**src/rtl/seg7_pkg.sv**
```systemverilog
// Shared definitions for the 7-segment scan driver: segment bit positions,
// hex font (active-high, bit 0 = segment a) and pin-polarity helper.
package seg7_pkg;

  localparam int unsigned SEG_A  = 0;
  localparam int unsigned SEG_B  = 1;
  localparam int unsigned SEG_C  = 2;
  localparam int unsigned SEG_D  = 3;
  localparam int unsigned SEG_E  = 4;
  localparam int unsigned SEG_F  = 5;
  localparam int unsigned SEG_G  = 6;
  localparam int unsigned SEG_DP = 7;

  // Entry n holds the glyph for hex digit n, bits g..a.
  localparam logic [15:0][6:0] FONT = {
    7'h71, 7'h79, 7'h5E, 7'h39, 7'h7C, 7'h77, 7'h6F, 7'h7F,
    7'h07, 7'h7D, 7'h6D, 7'h66, 7'h4F, 7'h5B, 7'h06, 7'h3F
  };

  function automatic logic [7:0] apply_pol(input logic [7:0] bits, input logic active_low);
    return active_low ? ~bits : bits;
  endfunction

endpackage

```
**src/rtl/hex_to_seg7.sv**
```systemverilog
// Combinational hex nibble to active-high a..g segment pattern.
module hex_to_seg7
  import seg7_pkg::*;
(
  input  logic [3:0] nibble,
  output logic [6:0] seg7
);

  always_comb begin
    seg7 = FONT[nibble];
  end

endmodule

```
**src/rtl/seg7_scan_driver.sv**
```systemverilog
// Time-multiplexed multi-digit 7-segment driver with guard time, leading-zero
// blanking and frame-synchronous display updates.
module seg7_scan_driver
  import seg7_pkg::*;
#(
  parameter int unsigned DIGITS         = 4,
  parameter int unsigned CLK_DIV        = 50000,
  parameter int unsigned GUARD          = 16,
  parameter bit          SEG_ACTIVE_LOW = 1'b1,
  parameter bit          DIG_ACTIVE_LOW = 1'b1
) (
  input  logic                  clk,
  input  logic                  rst_n,
  input  logic                  enable,
  input  logic                  load,
  input  logic [4*DIGITS-1:0]   value,
  input  logic [DIGITS-1:0]     dp_in,
  input  logic                  blank_lz,
  output logic                  pending,
  output logic [7:0]            seg,
  output logic [DIGITS-1:0]     dig,
  output logic                  frame_done
);

  localparam int unsigned CNT_W = $clog2(CLK_DIV);
  localparam int unsigned IDX_W = (DIGITS > 1) ? $clog2(DIGITS) : 1;
  localparam logic [CNT_W-1:0]  CNT_LAST = CNT_W'(CLK_DIV - 1);
  localparam logic [IDX_W-1:0]  IDX_LAST = IDX_W'(DIGITS - 1);
  localparam logic [7:0]        SEG_OFF  = apply_pol(8'h00, SEG_ACTIVE_LOW);
  localparam logic [DIGITS-1:0] DIG_OFF  = {DIGITS{DIG_ACTIVE_LOW}};

  logic [CNT_W-1:0]    cnt_q, cnt_d;
  logic [IDX_W-1:0]    idx_q, idx_d;
  logic [4*DIGITS-1:0] disp_val_q, disp_val_d, pend_val_q, pend_val_d;
  logic [DIGITS-1:0]   disp_dp_q, disp_dp_d, pend_dp_q, pend_dp_d;
  logic                pending_q, pending_d;
  logic                frame_done_q, frame_done_d;
  logic [7:0]          seg_q, seg_d;
  logic [DIGITS-1:0]   dig_q, dig_d;

  logic                tick, last, boundary, in_guard, lit, zero_above;
  logic [3:0]          cur_nib;
  logic                cur_dp, cur_blank;
  logic [6:0]          font_seg;
  logic [7:0]          seg_bits;
  logic [DIGITS-1:0]   dig_hot;

  hex_to_seg7 u_font (
    .nibble (cur_nib),
    .seg7   (font_seg)
  );

  // Walk from the most significant digit down so zero_above covers nibbles i..DIGITS-1.
  always_comb begin
    cur_nib    = '0;
    cur_dp     = 1'b0;
    cur_blank  = 1'b0;
    zero_above = 1'b1;
    for (int unsigned k = 0; k < DIGITS; k++) begin
      zero_above = zero_above && (disp_val_q[4*(DIGITS-1-k) +: 4] == 4'h0);
      if (IDX_W'(DIGITS - 1 - k) == idx_q) begin
        cur_nib   = disp_val_q[4*(DIGITS-1-k) +: 4];
        cur_dp    = disp_dp_q[DIGITS-1-k];
        cur_blank = blank_lz && zero_above && (k != DIGITS - 1);
      end
    end
  end

  always_comb begin
    tick     = enable && (cnt_q == CNT_LAST);
    last     = (idx_q == IDX_LAST);
    boundary = !enable || (tick && last);

    cnt_d = cnt_q;
    idx_d = idx_q;
    if (!enable) begin
      cnt_d = '0;
      idx_d = '0;
    end else if (tick) begin
      cnt_d = '0;
      idx_d = last ? '0 : idx_q + IDX_W'(1);
    end else begin
      cnt_d = cnt_q + CNT_W'(1);
    end

    // While disabled every cycle acts as a frame boundary, so loads land at once.
    pend_val_d = pend_val_q;
    pend_dp_d  = pend_dp_q;
    disp_val_d = disp_val_q;
    disp_dp_d  = disp_dp_q;
    pending_d  = pending_q;
    if (load) begin
      pend_val_d = value;
      pend_dp_d  = dp_in;
    end
    if (boundary) begin
      if (load) begin
        disp_val_d = value;
        disp_dp_d  = dp_in;
      end else if (pending_q) begin
        disp_val_d = pend_val_q;
        disp_dp_d  = pend_dp_q;
      end
      pending_d = 1'b0;
    end else if (load) begin
      pending_d = 1'b1;
    end

    frame_done_d = tick && last;

    in_guard = (32'(cnt_q) < GUARD);
    lit      = enable && !in_guard;

    seg_bits              = '0;
    seg_bits[SEG_G:SEG_A] = cur_blank ? 7'h00 : font_seg;
    seg_bits[SEG_DP]      = cur_dp;
    dig_hot               = '0;
    dig_hot[idx_q]        = 1'b1;

    seg_d = lit ? apply_pol(seg_bits, SEG_ACTIVE_LOW) : SEG_OFF;
    dig_d = lit ? (DIG_ACTIVE_LOW ? ~dig_hot : dig_hot) : DIG_OFF;
  end

  always_ff @(posedge clk or negedge rst_n) begin
    if (!rst_n) begin
      cnt_q        <= '0;
      idx_q        <= '0;
      disp_val_q   <= '0;
      disp_dp_q    <= '0;
      pend_val_q   <= '0;
      pend_dp_q    <= '0;
      pending_q    <= 1'b0;
      frame_done_q <= 1'b0;
      seg_q        <= SEG_OFF;
      dig_q        <= DIG_OFF;
    end else begin
      cnt_q        <= cnt_d;
      idx_q        <= idx_d;
      disp_val_q   <= disp_val_d;
      disp_dp_q    <= disp_dp_d;
      pend_val_q   <= pend_val_d;
      pend_dp_q    <= pend_dp_d;
      pending_q    <= pending_d;
      frame_done_q <= frame_done_d;
      seg_q        <= seg_d;
      dig_q        <= dig_d;
    end
  end

  assign pending    = pending_q;
  assign frame_done = frame_done_q;
  assign seg        = seg_q;
  assign dig        = dig_q;

endmodule

```
**config.mk**
```make
export PLATFORM = sky130hd
export DESIGN_NAME = seg7_scan_driver
export DESIGN_NICKNAME = d
export VERILOG_FILES = /design/src/rtl/seg7_pkg.sv /design/src/rtl/hex_to_seg7.sv /design/src/rtl/seg7_scan_driver.sv
export SDC_FILE = /design/constraint.sdc
export NUM_CORES = 1
export LEC_CHECK = 0
export ABC_AREA = 1
export CORE_ASPECT_RATIO = 0.75
export CORE_UTILIZATION = 30
export CTS_CLUSTER_SIZE = 24
export DETAILED_ROUTE_END_ITERATION = 12
export DONT_BUFFER_PORTS = 1
export PLACE_DENSITY = 0.49
export REMOVE_ABC_BUFFERS = 1
export SYNTH_ARGS = -nofsm -noshare
export SYNTH_HDL_FRONTEND = slang
export SYNTH_HIERARCHICAL = 1
export SYNTH_SLANG_ARGS = --single-unit
```
**constraint.sdc**
```tcl
create_clock -name clk -period 6.9 [get_ports clk]
set_input_delay 1.035 -clock clk [delete_from_list [all_inputs] [get_ports clk]]
set_output_delay 1.035 -clock clk [all_outputs]
set_load 0.05 [all_outputs]
```
==> impl_metrics.json <==
{
  "status": "complete, no violations",
  "first_global_vias": 2637,
  "p_comb_share_pct": 9.1,
  "drv_cap": 0,
  "finalSetupViolations": 0,
  "clock_skew_ns": 0.007480,
  "period_needed_ns": 2.739,
  "hold_class": "in -> async",
  "synth_edf_count": 0,
  "cts_tree": "yes",
  "tightest_slew_ns": 1.077,
  "clk-insertion-delay-late_ns": 0.33,
  "antenna_found_initial": 0,
  "ioPinCount": 39,
  "yosys.cell_types.count": 30,
  "finalCritPeriodShare_pct": 39.70,
  "dpl_cell_area_sq_um": 3611,
  "setup_tns_ns": 0,
  "antenna_cells": 0,
  "drtIter0Drc": 188,
  "start_util_pct": 31.44,
  "core_region_area_sq_um": 11190,
  "crit_chain": "inv_1 -> ha_1 -> nor2_1 -> nand2_1 -> a21o_1 -> a21oi_1 -> inv_1 -> ha_1 -> nand2_2 -> nand2_2 -> nor2_1 -> nor2_1 -> nand3_1",
  "cp_max_fo": 9,
  "grt_usage_pct": 13.89,
  "routed_wl_um": 7329,
  "p_int_uw": 813.5,
  "cpMaxStageDelayCell": "a21oi_1",
  "r2r_slack_ns": 4.16,
  "drtAntennaViolNets": 0,
  "maxSlewHeadroom_pct": 27.84,
  "die_y_um": 95.79,
  "cts-buffers-inserted": 9,
  "maxSlewViolCount": 0,
  "drive_above_1_share_pct": 9.859,
  "synthCells": 425,
  "numClockSinks": 72,
  "register_area_sq_um": 1817,
  "port_buffers": 0,
  "seq_area_frac_synth_pct": 51.64,
  "worst_setup_path_start_kind": "flop",
  "r2r-end": "seg[3]$_DFF_PN1_",
  "synth-seq-cells": 72,
  "rsz0062_at_grt": "false",
  "dp_hpwl_um": 5193,
  "cp_num_buf_inv": 2,
  "p_sw_uw": 253.5,
  "htree_levels": 3,
  "fmax_ghz": 0.3650,
  "place.gp.congestion": 0.8308,
  "rows": 33,
  "reg2regPathDepth": 13,
  "async_flop_share_pct": 100.0,
  "cts_resized": 0,
  "worstPathArrival_ns": 2.94,
  "postCtsHoldBufs": 0,
  "required_ns": 7.10,
  "p_per_area_nw_per_um2": 271.1,
  "synth_warnings": 6,
  "grt_max_degree": 73,
  "drt-pass1-iter-count": 4,
  "clock_path_buffers": 2,
  "critPathMaxStageDelay_ns": 0.39,
  "path_class": "reg -> reg",
  "worst_slack_ns": 4.161,
  "area_delta_synth_final_pct": 11.84,
  "crit_path_end_kind": "flop",
  "ir_drop_mv": 0.1091,
  "seqPwrFrac_pct": 44.1,
  "die_x_um": 127.1,
  "nNetsFinal": 458,
  "vias": 2639,
  "synth_flop_cell": "dfrtp_1",
  "path_delay_family": "simple AND/OR/NAND/NOR gates",
  "cellLeakagePower_nw": 1.876,
  "clk_pin_slew_ns": 0.06,
  "fill_cells": 1155,
  "drc": 0,
  "syn_area_per_cell_sq_um": 8.279,
  "r2r-start": "idx_q[0]$_DFFE_PN0P_",
  "clkPwrFrac_pct": 46.8,
  "grt_overflow": 0,
  "vias_per_cell": 4.527,
  "multi_input_area_sq_um": 1485,
  "final_area_sq_um": 3935,
  "dieArea_sq_um": 12170,
  "post-place-ws_ns": 4.068,
  "hold_viol": 0,
  "wl_per_cell_um": 12.57,
  "syn-cell-area_sq_um": 3518,
  "post-cts-setup-buffer-count": 0,
  "cp_common_cell": "nor2_1",
  "grt_first_pass_wirelength_um": 13120,
  "p_sw_share_pct": 23.76,
  "cts_root_buf": "clkbuf_16"
}
per-layer routing:
metal	up-vias	wire length [um]	global-route usage, %	part of all wire [%]
met5	-	0	0	0
met4	0	133	5.456	1.8
met3	10	400	4.892	5.5
met2	45	3035	20.60	41
met1	1246	3759	18.52	51
li1	1338	-	-	-
cells in the mapped netlist (all sizes together), types with 2 or more instances:
master,instances,area [sq um]
nand2,164,645.6
dfrtp,60,1501
nand3,45,230.2
nor2,43,163.9
inv,28,112.6
a21oi,13,65.06
dfstp,12,315.3
ha,12,150.1
buf,8,77.57
clkbuf,7,26.28
nor3,7,35.03
o21ai,7,35.03
xor2,7,61.31
a21o,3,22.52
a22oi,2,15.01
sequential cells by signal, indices dropped and copies added, names as in the netlist:
signal / flops
cnt_q: 16
disp_val_q: 16
pend_val_q: 16
seg: 8
dig: 4
disp_dp_q: 4
pend_dp_q: 4
idx_q: 2
frame_done: 1
pending: 1
worst max-delay path by stage:
stage	slack, ns	to	cells after the start	from
detailed placement	4.07	disp_dp_q[3]$_DFFE_PN0P_	5	load
floorplan	4.60	seg[3]$_DFF_PN1_	13	idx_q[0]$_DFFE_PN0P_
global route	3.82	seg[3]$_DFF_PN1_	13	idx_q[0]$_DFFE_PN0P_
global placement	4.18	disp_val_q[10]$_DFFE_PN0P_	5	load
CTS	4.17	seg[3]$_DFF_PN1_	13	idx_q[0]$_DFFE_PN0P_
finish	4.16	seg[3]$_DFF_PN1_	13	idx_q[0]$_DFFE_PN0P_
through the flow:
| stage | util, % | std cells | total power [mW] | hold slack (ns) |
|---|---|---|---|---|
| after CTS | 35.17 | 583 | 1.084 | 0.3826 |
| after global placement | 32.27 | 567 | 0.5746 | 0.4506 |
| after global routing | 35.17 | 583 | 1.123 | 0.3752 |
| after detailed placement | 32.27 | 567 | 0.5758 | 0.4524 |
| final | 35.17 | 583 | 1.067 | 0.3973 |
| after floorplan | - | 410 | 0.5518 | 0.4086 |
layout make-up:
type / instances / area share, %
Tap cell: 157 / 4.992
Clock buffer: 12 / 6.264
Clock inverter: 4 / 1.971
Inverter: 28 / 2.862
Sequential cell: 72 / 46.17
Multi-Input combinational cell: 310 / 37.74
cell usage in the layout (no fill, tap or decap), drive strengths merged, types with 2 or more instances in the layout:
cell and instances:
nand3 45, a21o 3, dfrtp 60, a21oi 13, clkinv 2, nor2 43
a22oi 2, ha 12, bufinv 2, nor3 7, nand2 164, o21ai 7
clkbuf 12, inv 28, dfstp 12, xor2 7
cell families after synthesis:
group | share of synthesized area (%)
simple gates | 30.73
compound gates | 5.477
fa+ha+maj | 4.267
buf+inv | 6.152
flops | 51.64
xor+xnor | 1.743
power by group through the flow:
stage | clock network [mW] | logic [mW] | registers (mW)
2_1_floorplan | 0 | 0.0794 | 0.472
3_3_place_gp | 0 | 0.0958 | 0.479
3_5_place_dp | 0 | 0.0976 | 0.478
4_1_cts | 0.515 | 0.0979 | 0.471
5_1_grt | 0.532 | 0.117 | 0.475
6_report | 0.499 | 0.0971 | 0.471
Power figures use the tool's default switching activity.
